--- config.mk ---
export PLATFORM = sky130hd
export DESIGN_NAME = text_cursor_writer
export DESIGN_NICKNAME = d
export VERILOG_FILES = /design/src/rtl/text_console_pkg.sv /design/src/rtl/byte_skid_buf.sv /design/src/rtl/text_cursor_writer.sv
export SDC_FILE = /design/constraint.sdc
export NUM_CORES = 1
export LEC_CHECK = 0
export ABC_AREA = 1
export CORE_ASPECT_RATIO = 1.1
export CORE_UTILIZATION = 55
export CTS_CLUSTER_DIAMETER = 200
export DETAILED_ROUTE_END_ITERATION = 8
export GPL_ROUTABILITY_DRIVEN = 0
export PLACE_DENSITY = 0.79
export RECOVER_POWER = 100
export SLEW_MARGIN = 25
export SYNTH_ARGS = -nofsm -noshare
export SYNTH_HDL_FRONTEND = slang
export SYNTH_SLANG_ARGS = --single-unit
--- constraint.sdc ---
create_clock -name i_clk -period 2.25 [get_ports i_clk]
set_input_delay 0.45 -clock i_clk [delete_from_list [all_inputs] [get_ports i_clk]]
set_output_delay 0.45 -clock i_clk [all_outputs]
set_load 0.05 [all_outputs]
--- src/rtl/text_console_pkg.sv ---
// Shared constants, state encoding and helpers for the VGA text console datapath.
package text_console_pkg;

    localparam int unsigned DEF_COLS = 32;
    localparam int unsigned DEF_ROWS = 4;

    localparam logic [7:0] CR       = 8'h0D;
    localparam logic [7:0] LF       = 8'h0A;
    localparam logic [7:0] BS       = 8'h08;
    localparam logic [7:0] FF       = 8'h0C;
    localparam logic [7:0] BLANK    = 8'h20;
    localparam logic [7:0] PRINT_LO = 8'h20;
    localparam logic [7:0] PRINT_HI = 8'h7E;

    typedef enum logic [1:0] {
        StIdle,
        StFclr,
        StLclr
    } state_e;

    function automatic logic is_printable(input logic [7:0] b);
        return (b >= PRINT_LO) && (b <= PRINT_HI);
    endfunction

endpackage

--- src/rtl/byte_skid_buf.sv ---
// One-entry pending byte register in front of the cursor writer, with a sticky drop flag.
module byte_skid_buf
    import text_console_pkg::*;
(
    input  logic       i_clk,
    input  logic       i_reset,
    input  logic       i_idle,
    input  logic       i_rx_valid,
    input  logic [7:0] i_rx_data,
    output logic       o_valid,
    output logic [7:0] o_data,
    output logic       o_overflow
);

    logic       r_full;
    logic [7:0] r_data;
    logic       r_overflow;

    logic w_pop;
    logic w_bypass;
    logic w_slot_free;

    // A held byte always wins; a new byte then refills the slot just freed.
    assign w_pop       = i_idle && r_full;
    assign w_bypass    = i_idle && !r_full;
    assign w_slot_free = !r_full || w_pop;

    always_ff @(posedge i_clk) begin
        if (i_reset) begin
            r_full     <= 1'b0;
            r_data     <= 8'h00;
            r_overflow <= 1'b0;
        end else if (i_rx_valid && !w_bypass) begin
            if (w_slot_free) begin
                r_full <= 1'b1;
                r_data <= i_rx_data;
            end else begin
                r_overflow <= 1'b1;
            end
        end else if (w_pop) begin
            r_full <= 1'b0;
        end
    end

    assign o_valid    = i_idle && (r_full || i_rx_valid);
    assign o_data     = r_full ? r_data : i_rx_data;
    assign o_overflow = r_overflow;

endmodule

--- src/rtl/text_cursor_writer.sv ---
// Turns received bytes into character RAM writes, tracking the cursor and blanking
// the screen or the newly entered line so stale text never shows.
module text_cursor_writer
    import text_console_pkg::*;
#(
    parameter int unsigned COLS       = DEF_COLS,
    parameter int unsigned ROWS       = DEF_ROWS,
    parameter int unsigned COL_W      = 5,
    parameter int unsigned ROW_W      = 2,
    parameter logic [7:0]  BLANK_CHAR = BLANK
) (
    input  logic             i_clk,
    input  logic             i_reset,
    input  logic [7:0]       i_rx_data,
    input  logic             i_rx_valid,
    output logic             o_wr_en,
    output logic [ROW_W-1:0] o_wr_row,
    output logic [COL_W-1:0] o_wr_col,
    output logic [7:0]       o_wr_data,
    output logic [ROW_W-1:0] o_cur_row,
    output logic [COL_W-1:0] o_cur_col,
    output logic             o_busy,
    output logic             o_overflow
);

    localparam int unsigned     IDX_W   = COL_W + ROW_W + 1;
    localparam int unsigned     CELLS   = COLS * ROWS;
    localparam logic [COL_W-1:0] COL_MAX = COL_W'(COLS - 1);

    state_e             r_state, w_state_d;
    logic [IDX_W-1:0]   r_idx, w_idx_d;
    logic [ROW_W-1:0]   r_row, w_row_d;
    logic [COL_W-1:0]   r_col, w_col_d;
    logic               r_last_cr, w_last_cr_d;
    logic               r_wr_en, w_wr_en_d;
    logic [ROW_W-1:0]   r_wr_row, w_wr_row_d;
    logic [COL_W-1:0]   r_wr_col, w_wr_col_d;
    logic [7:0]         r_wr_data, w_wr_data_d;
    logic               r_busy;

    logic       w_byte_valid;
    logic [7:0] w_byte;

    byte_skid_buf u_skid (
        .i_clk      (i_clk),
        .i_reset    (i_reset),
        .i_idle     (r_state == StIdle),
        .i_rx_valid (i_rx_valid),
        .i_rx_data  (i_rx_data),
        .o_valid    (w_byte_valid),
        .o_data     (w_byte),
        .o_overflow (o_overflow)
    );

    always_ff @(posedge i_clk) begin
        if (i_reset) begin
            r_state   <= StFclr;
            r_idx     <= '0;
            r_row     <= '0;
            r_col     <= '0;
            r_last_cr <= 1'b0;
            r_wr_en   <= 1'b0;
            r_wr_row  <= '0;
            r_wr_col  <= '0;
            r_wr_data <= 8'h00;
            r_busy    <= 1'b1;
        end else begin
            r_state   <= w_state_d;
            r_idx     <= w_idx_d;
            r_row     <= w_row_d;
            r_col     <= w_col_d;
            r_last_cr <= w_last_cr_d;
            r_wr_en   <= w_wr_en_d;
            r_wr_row  <= w_wr_row_d;
            r_wr_col  <= w_wr_col_d;
            r_wr_data <= w_wr_data_d;
            r_busy    <= (w_state_d != StIdle);
        end
    end

    always_comb begin
        w_state_d   = r_state;
        w_idx_d     = r_idx;
        w_row_d     = r_row;
        w_col_d     = r_col;
        w_last_cr_d = r_last_cr;
        w_wr_en_d   = 1'b0;
        w_wr_row_d  = r_wr_row;
        w_wr_col_d  = r_wr_col;
        w_wr_data_d = r_wr_data;
        unique case (r_state)
            StIdle: begin
                if (w_byte_valid) begin
                    w_last_cr_d = (w_byte == CR);
                    if (is_printable(w_byte)) begin
                        w_wr_en_d   = 1'b1;
                        w_wr_row_d  = r_row;
                        w_wr_col_d  = r_col;
                        w_wr_data_d = w_byte;
                        if (r_col == COL_MAX) begin
                            w_col_d   = '0;
                            w_row_d   = r_row + ROW_W'(1);
                            w_state_d = StLclr;
                            w_idx_d   = '0;
                        end else begin
                            w_col_d = r_col + COL_W'(1);
                        end
                    // LF straight after CR is swallowed so CRLF moves one line.
                    end else if ((w_byte == CR) || ((w_byte == LF) && !r_last_cr)) begin
                        w_col_d   = '0;
                        w_row_d   = r_row + ROW_W'(1);
                        w_state_d = StLclr;
                        w_idx_d   = '0;
                    end else if (w_byte == BS) begin
                        if (r_col != '0) begin
                            w_col_d     = r_col - COL_W'(1);
                            w_wr_en_d   = 1'b1;
                            w_wr_row_d  = r_row;
                            w_wr_col_d  = r_col - COL_W'(1);
                            w_wr_data_d = BLANK_CHAR;
                        end
                    end else if (w_byte == FF) begin
                        w_row_d   = '0;
                        w_col_d   = '0;
                        w_state_d = StFclr;
                        w_idx_d   = '0;
                    end
                end
            end
            StFclr: begin
                if (r_idx == IDX_W'(CELLS)) begin
                    w_state_d = StIdle;
                end else begin
                    w_wr_en_d   = 1'b1;
                    w_wr_row_d  = r_idx[COL_W +: ROW_W];
                    w_wr_col_d  = r_idx[COL_W-1:0];
                    w_wr_data_d = BLANK_CHAR;
                    w_idx_d     = r_idx + IDX_W'(1);
                end
            end
            StLclr: begin
                if (r_idx == IDX_W'(COLS)) begin
                    w_state_d = StIdle;
                end else begin
                    w_wr_en_d   = 1'b1;
                    w_wr_row_d  = r_row;
                    w_wr_col_d  = r_idx[COL_W-1:0];
                    w_wr_data_d = BLANK_CHAR;
                    w_idx_d     = r_idx + IDX_W'(1);
                end
            end
            default: w_state_d = StIdle;
        endcase
    end

    assign o_wr_en   = r_wr_en;
    assign o_wr_row  = r_wr_row;
    assign o_wr_col  = r_wr_col;
    assign o_wr_data = r_wr_data;
    assign o_cur_row = r_row;
    assign o_cur_col = r_col;
    assign o_busy    = r_busy;

endmodule

-- Yosys cells after proc, flatten, opt, wreduce, memory -nomap -nowiden
Index checks and enable logic that the tools add are counted.
- bits of input ports: 11
- logic and storage cells: 133
- register bits: 45
- output and inout bits: 25
- bitwise logic cells: 1
- equality and inequality tests: 22
- reduce and logical (&&, ||, !) cells: 27
- order comparisons: 2
- $add $sub $neg: 4
- mux-type cells: 64
- operator list (kind ; count):
    $mux 8 ; 16
    $mux 5 ; 12
    $pmux 8 s3 ; 2
    $mux 2 ; 20
    $eq 8x4->1 const B ; 4
    $ne 3x3->1 const B ; 5
    $pmux 5 s3 ; 1
    $reduce_and 7->1 ; 2
    $pmux 2 s3 ; 2
    $mux 1 ; 10
    $add 8x1->8 const B ; 1
    $eq 8x6->1 const B ; 1
    $eq 8x8->1 const B ; 1
    $ge 8x6->1 const B ; 1
    $le 8x7->1 const B ; 1
    $ne 4x4->1 const B ; 2
    $reduce_and 2->1 ; 4
    $logic_and 1x1->1 ; 6
    $ne 2x2->1 const B ; 3
    $reduce_bool 3->1 ; 2
    $add 5x1->5 const B ; 1
    $eq 5x5->1 const B ; 1
    $reduce_and 5->1 ; 1
    $reduce_bool 5->1 ; 1
    other kinds (14) ; 20

-- Longest topological paths before layout
- word-level depth: 9
- gate-level depth with buffers: 16
- gate-level depth less buffers: 14

-- Modules after synthesis
A second synthesis with hierarchy kept.
- cell total of the unflattened synthesis: 442
- area total of the unflattened synthesis: 2806.4 µm²
- by module, submodules not included (module ; times used ; cells each ; area an instance (µm²) ; seq. area each (µm²)):
    text_cursor_writer ; 1 ; 345 ; 2203.4 ; 700.7
    byte_skid_buf ; 1 ; 97 ; 603.1 ; 200.2

-- Worst setup path before layout
No wires, ideal clock.
- path type: reg2reg
- start point: register r_col[0], in the netlist o_cur_col[0]
- end point: register r_wr_data[2], in the netlist o_wr_data[2]
- buffers on the path: 1
- stages on the path, launching flop included: 10
- clock period less this slack: 1.916 ns
- required time: 2.134 ns
- arrival: 1.800 ns
- path slack: 0.334 ns
- library setup time: 0.116 ns
- path through: dfxtp_1 inv_1 ha_1 nand3_1 nand3_2 nand3_2 nand2_2 buf_4 o21ai_0 nor2_1
- longest elaborated chain between the ends: 3
- ends and longest elaborated chain (what ; RTL line ; source):
    from (decl) ; text_cursor_writer.sv:33 ; logic [COL_W-1:0] r_col, w_col_d;
    from (signal assigned) ; text_cursor_writer.sv:71 ; r_col <= w_col_d;
    $reduce_bool 5->1 ; text_cursor_writer.sv:115 ; if (r_col != '0) begin
    $ne 3x3->1 (no line) ; n/a ;
    $reduce_and 7->1 (no line) ; n/a ;
    to (signal assigned) ; text_cursor_writer.sv:76 ; r_wr_data <= w_wr_data_d;
    to (decl) ; text_cursor_writer.sv:38 ; logic [7:0] r_wr_data, w_wr_data_d;
Every way passes these cells.
A chain may end at the register's enable or synchronous reset.

-- Worst setup path after layout
- start point: register r_col[3], in the netlist o_cur_col[3]
- end point: output port o_cur_col[3]
- RTL lines (what ; RTL line ; source):
    to (decl) ; text_cursor_writer.sv:21 ; output logic [COL_W-1:0] o_cur_col,
No word-level cell between the ends.

==> metrics <==
status complete, no violations; Final Critical Period roughly 2100 ps; DRC Markers 0; Main synth FF type dfxtp_1; antenna cells 0; CP top delay family buffers and inverters; FF+latch count, synth 45; first-pass GRT wire length around 12000 um; period utilisation layout ~95%; Reg-to-Reg End o_cur_col[3]; EDFF count, synth 0; Crit path largest cell delay approximately 910 ps; FF-to-FF setup slack 250 ps; CTS tree built; RSZ-0062 raised after global routing no; Peak Freq 0.470 GHz; worst r2r path cells 12; Via density about 5.2; Mean Syn Cell Area 6.46 sq um; PostCTS Resize Cnt 0; Worst VDD drop 0.694 mV; Sw Ratio between 40 and 50%; Initial Utilization about 58%; P_sw between 2000 and 2500 uW; Core Box Area about 5000 sq um; Total Routed Length 6820 um; critical path class register to output port; Clock Sinks 45; Hold WC Path Type register to register; die height just under 80 um; fill cell total of the finished layout ~460; final design utilization a little over two thirds; critical path capture point type output port; hold_buf cts 0; fin. max-slew vios 0; DRT Pass-1 Iters 5; Slew Limit Headroom 65.1%; vias in the first global route ~2700; Reg clk slew, reported paths roughly 90 ps; I/O pin count 36; Layout Nets 522; CP Depth 1; # Max-Cap Violations 0; WL per Instance ~12 um; number of cell rows 27; critical-path cell list dlygate4sd3_1; Clock power frac ~15%; CTS Buffer Depth 2; GRT Residual Overflow 0; total setup buffers inserted after CTS 0; PwrDens 1180 nW/um^2; Post-DP HPWL between 5000 and 6000 um; footprint of the multi-input gates 1720 sq um; CTS Buf Count 5; CP max stage cell dlygate4sd3_1; Comb pwr share approximately 58%; crit start category register; crit path DAT between 1500 and 2000 ps; DRT iter0 DRCs about 190; worst setup margin between 100 and 150 ps; static leakage ~0.0017 uW; clk_lat worst skew approximately 300 ps; Root Buffer Master clkbuf_8; Total GRT Usage roughly a quarter; Worst Path Required between 1500 and 2000 ps; Crit. Startpoint o_cur_col[3]; Register Area between 900 and 1000 sq um; Final Hold Fails 0; die area around 5700 sq um; Int Pwr between 2000 and 2500 uW; most common cell after layout, fill and taps aside nand2_1; synth-to-layout area growth 19.9%; die width 71.9 um; Seq pwr share about 27%; share of post-route cells with drive strength above 1 11.4%; Vias around 3000; largest fanout on the critical path 6; antenna violations before repair 0; Cells after Synth between 400 and 500; capture point of the worst path o_cur_col[3]; post-synth net total between 400 and 500; Synth warnings 0; Antenna Violating Nets Remaining 0; Bufs and invs on worst path 1; FF-to-FF Start u_skid.r_full; largest net degree at the start of global routing 22; pre-CTS setup slack -4.97 ps; worst slew pin tran between 500 and 600 ps; post-synthesis sequential area ratio a little under a third; H-tree depth 2; Final setup viols 0; Setup TNS 0 ps; commonest cells after routing, fill and taps aside nand2_1 (116), nor2_1 (65), inv_1 (48); Setup Skew between 9 and 10 ps; synthesized area between 2000 and 3000 sq um; I/O Buffers 35; ys async rst share 0%; Netlist cell types 34
## layer usage
layer	global-route usage (%)	vias up	share of wire, %
li1	-	1539	-
met1	35.8	1334	48
met2	41.1	82	45
met3	3.05	11	5.0
met4	10.4	0	2.1
met5	0	-	0
## final cells by class
| type | instances | share of cell area (%) |
|---|---|---|
| timing repair buffer | 55 | 14.5 |
| sequential | 45 | 25.4 |
| clock inverter | 3 | 1.38 |
| tap | 72 | 2.54 |
| inverter | 53 | 5.76 |
| clock buffer | 5 | 1.94 |
| multi-input combinational | 341 | 48.5 |
## cells in the mapped netlist (2+ instances only)
cell type  instances  area (sq um)
nand3_2            3          30.0
buf_6              5          56.3
nor2_1            65           244
nand2_2           13          81.3
nand4_1           10          62.6
nand2_1          116           435
inv_4              2          12.5
o21ai_1            4          20.0
o21ai_0           27           135
nand2_4            2          22.5
xor2_1             5          43.8
ha_1              10           125
inv_1             48           180
nor3_1             9          45.0
dfxtp_1           45           901
nor2_4             2          22.5
buf_2              2          10.0
inv_2              3          11.3
buf_4              4          30.0
nand3b_1           7          52.6
clkbuf_1           7          26.3
nand3_1           37           185
o22ai_1            2          12.5
a21oi_1           19          95.1
## worst min-delay path by stage
stage	startpoint	endpoint	cells after the start
final	o_wr_data[7]	o_wr_data[7]	2
after floorplan	u_skid.r_data[7]	u_skid.r_data[7]	2
after detailed placement	o_wr_data[7]	o_wr_data[7]	2
after global routing	o_wr_data[7]	o_wr_data[7]	2
after global placement	o_wr_data[7]	o_wr_data[7]	2
after CTS	o_wr_data[7]	o_wr_data[7]	2
## registers in the layout, indices dropped and copies added, names as in the netlist, 2 cells and up
signal	cells
r_state	2
u_skid.r_data	8
o_wr_col	5
o_cur_col	5
o_wr_data	8
o_cur_row	2
o_wr_row	2
r_idx	8
## cell families after synthesis
group,share of synthesized area [%]
simple gates,42.4
buf+inv,11.1
compound gates,10.1
flops,30.5
fa+ha+maj,4.24
xor+xnor,1.78
## power groups by stage
stage / clock network [uW] / registers [uW] / logic (uW)
2_1_floorplan: 0 / 1470 / 1490
3_3_place_gp: 0 / 1150 / 2400
3_5_place_dp: 0 / 1150 / 2450
4_1_cts: 652 / 1140 / 2460
5_1_grt: 681 / 1160 / 2680
6_report: 637 / 1130 / 2400
## per-stage QoR
step	std cells	power, uW	area, sq um	hold slack (ps)
after detailed placement	566	3600	3450	436
after global routing	574	4520	3540	467
after floorplan	457	2960	2950	429
after CTS	574	4250	3560	450
final	574	4170	3540	445
after global placement	566	3550	3450	435
(Power assumes the default switching activity.)
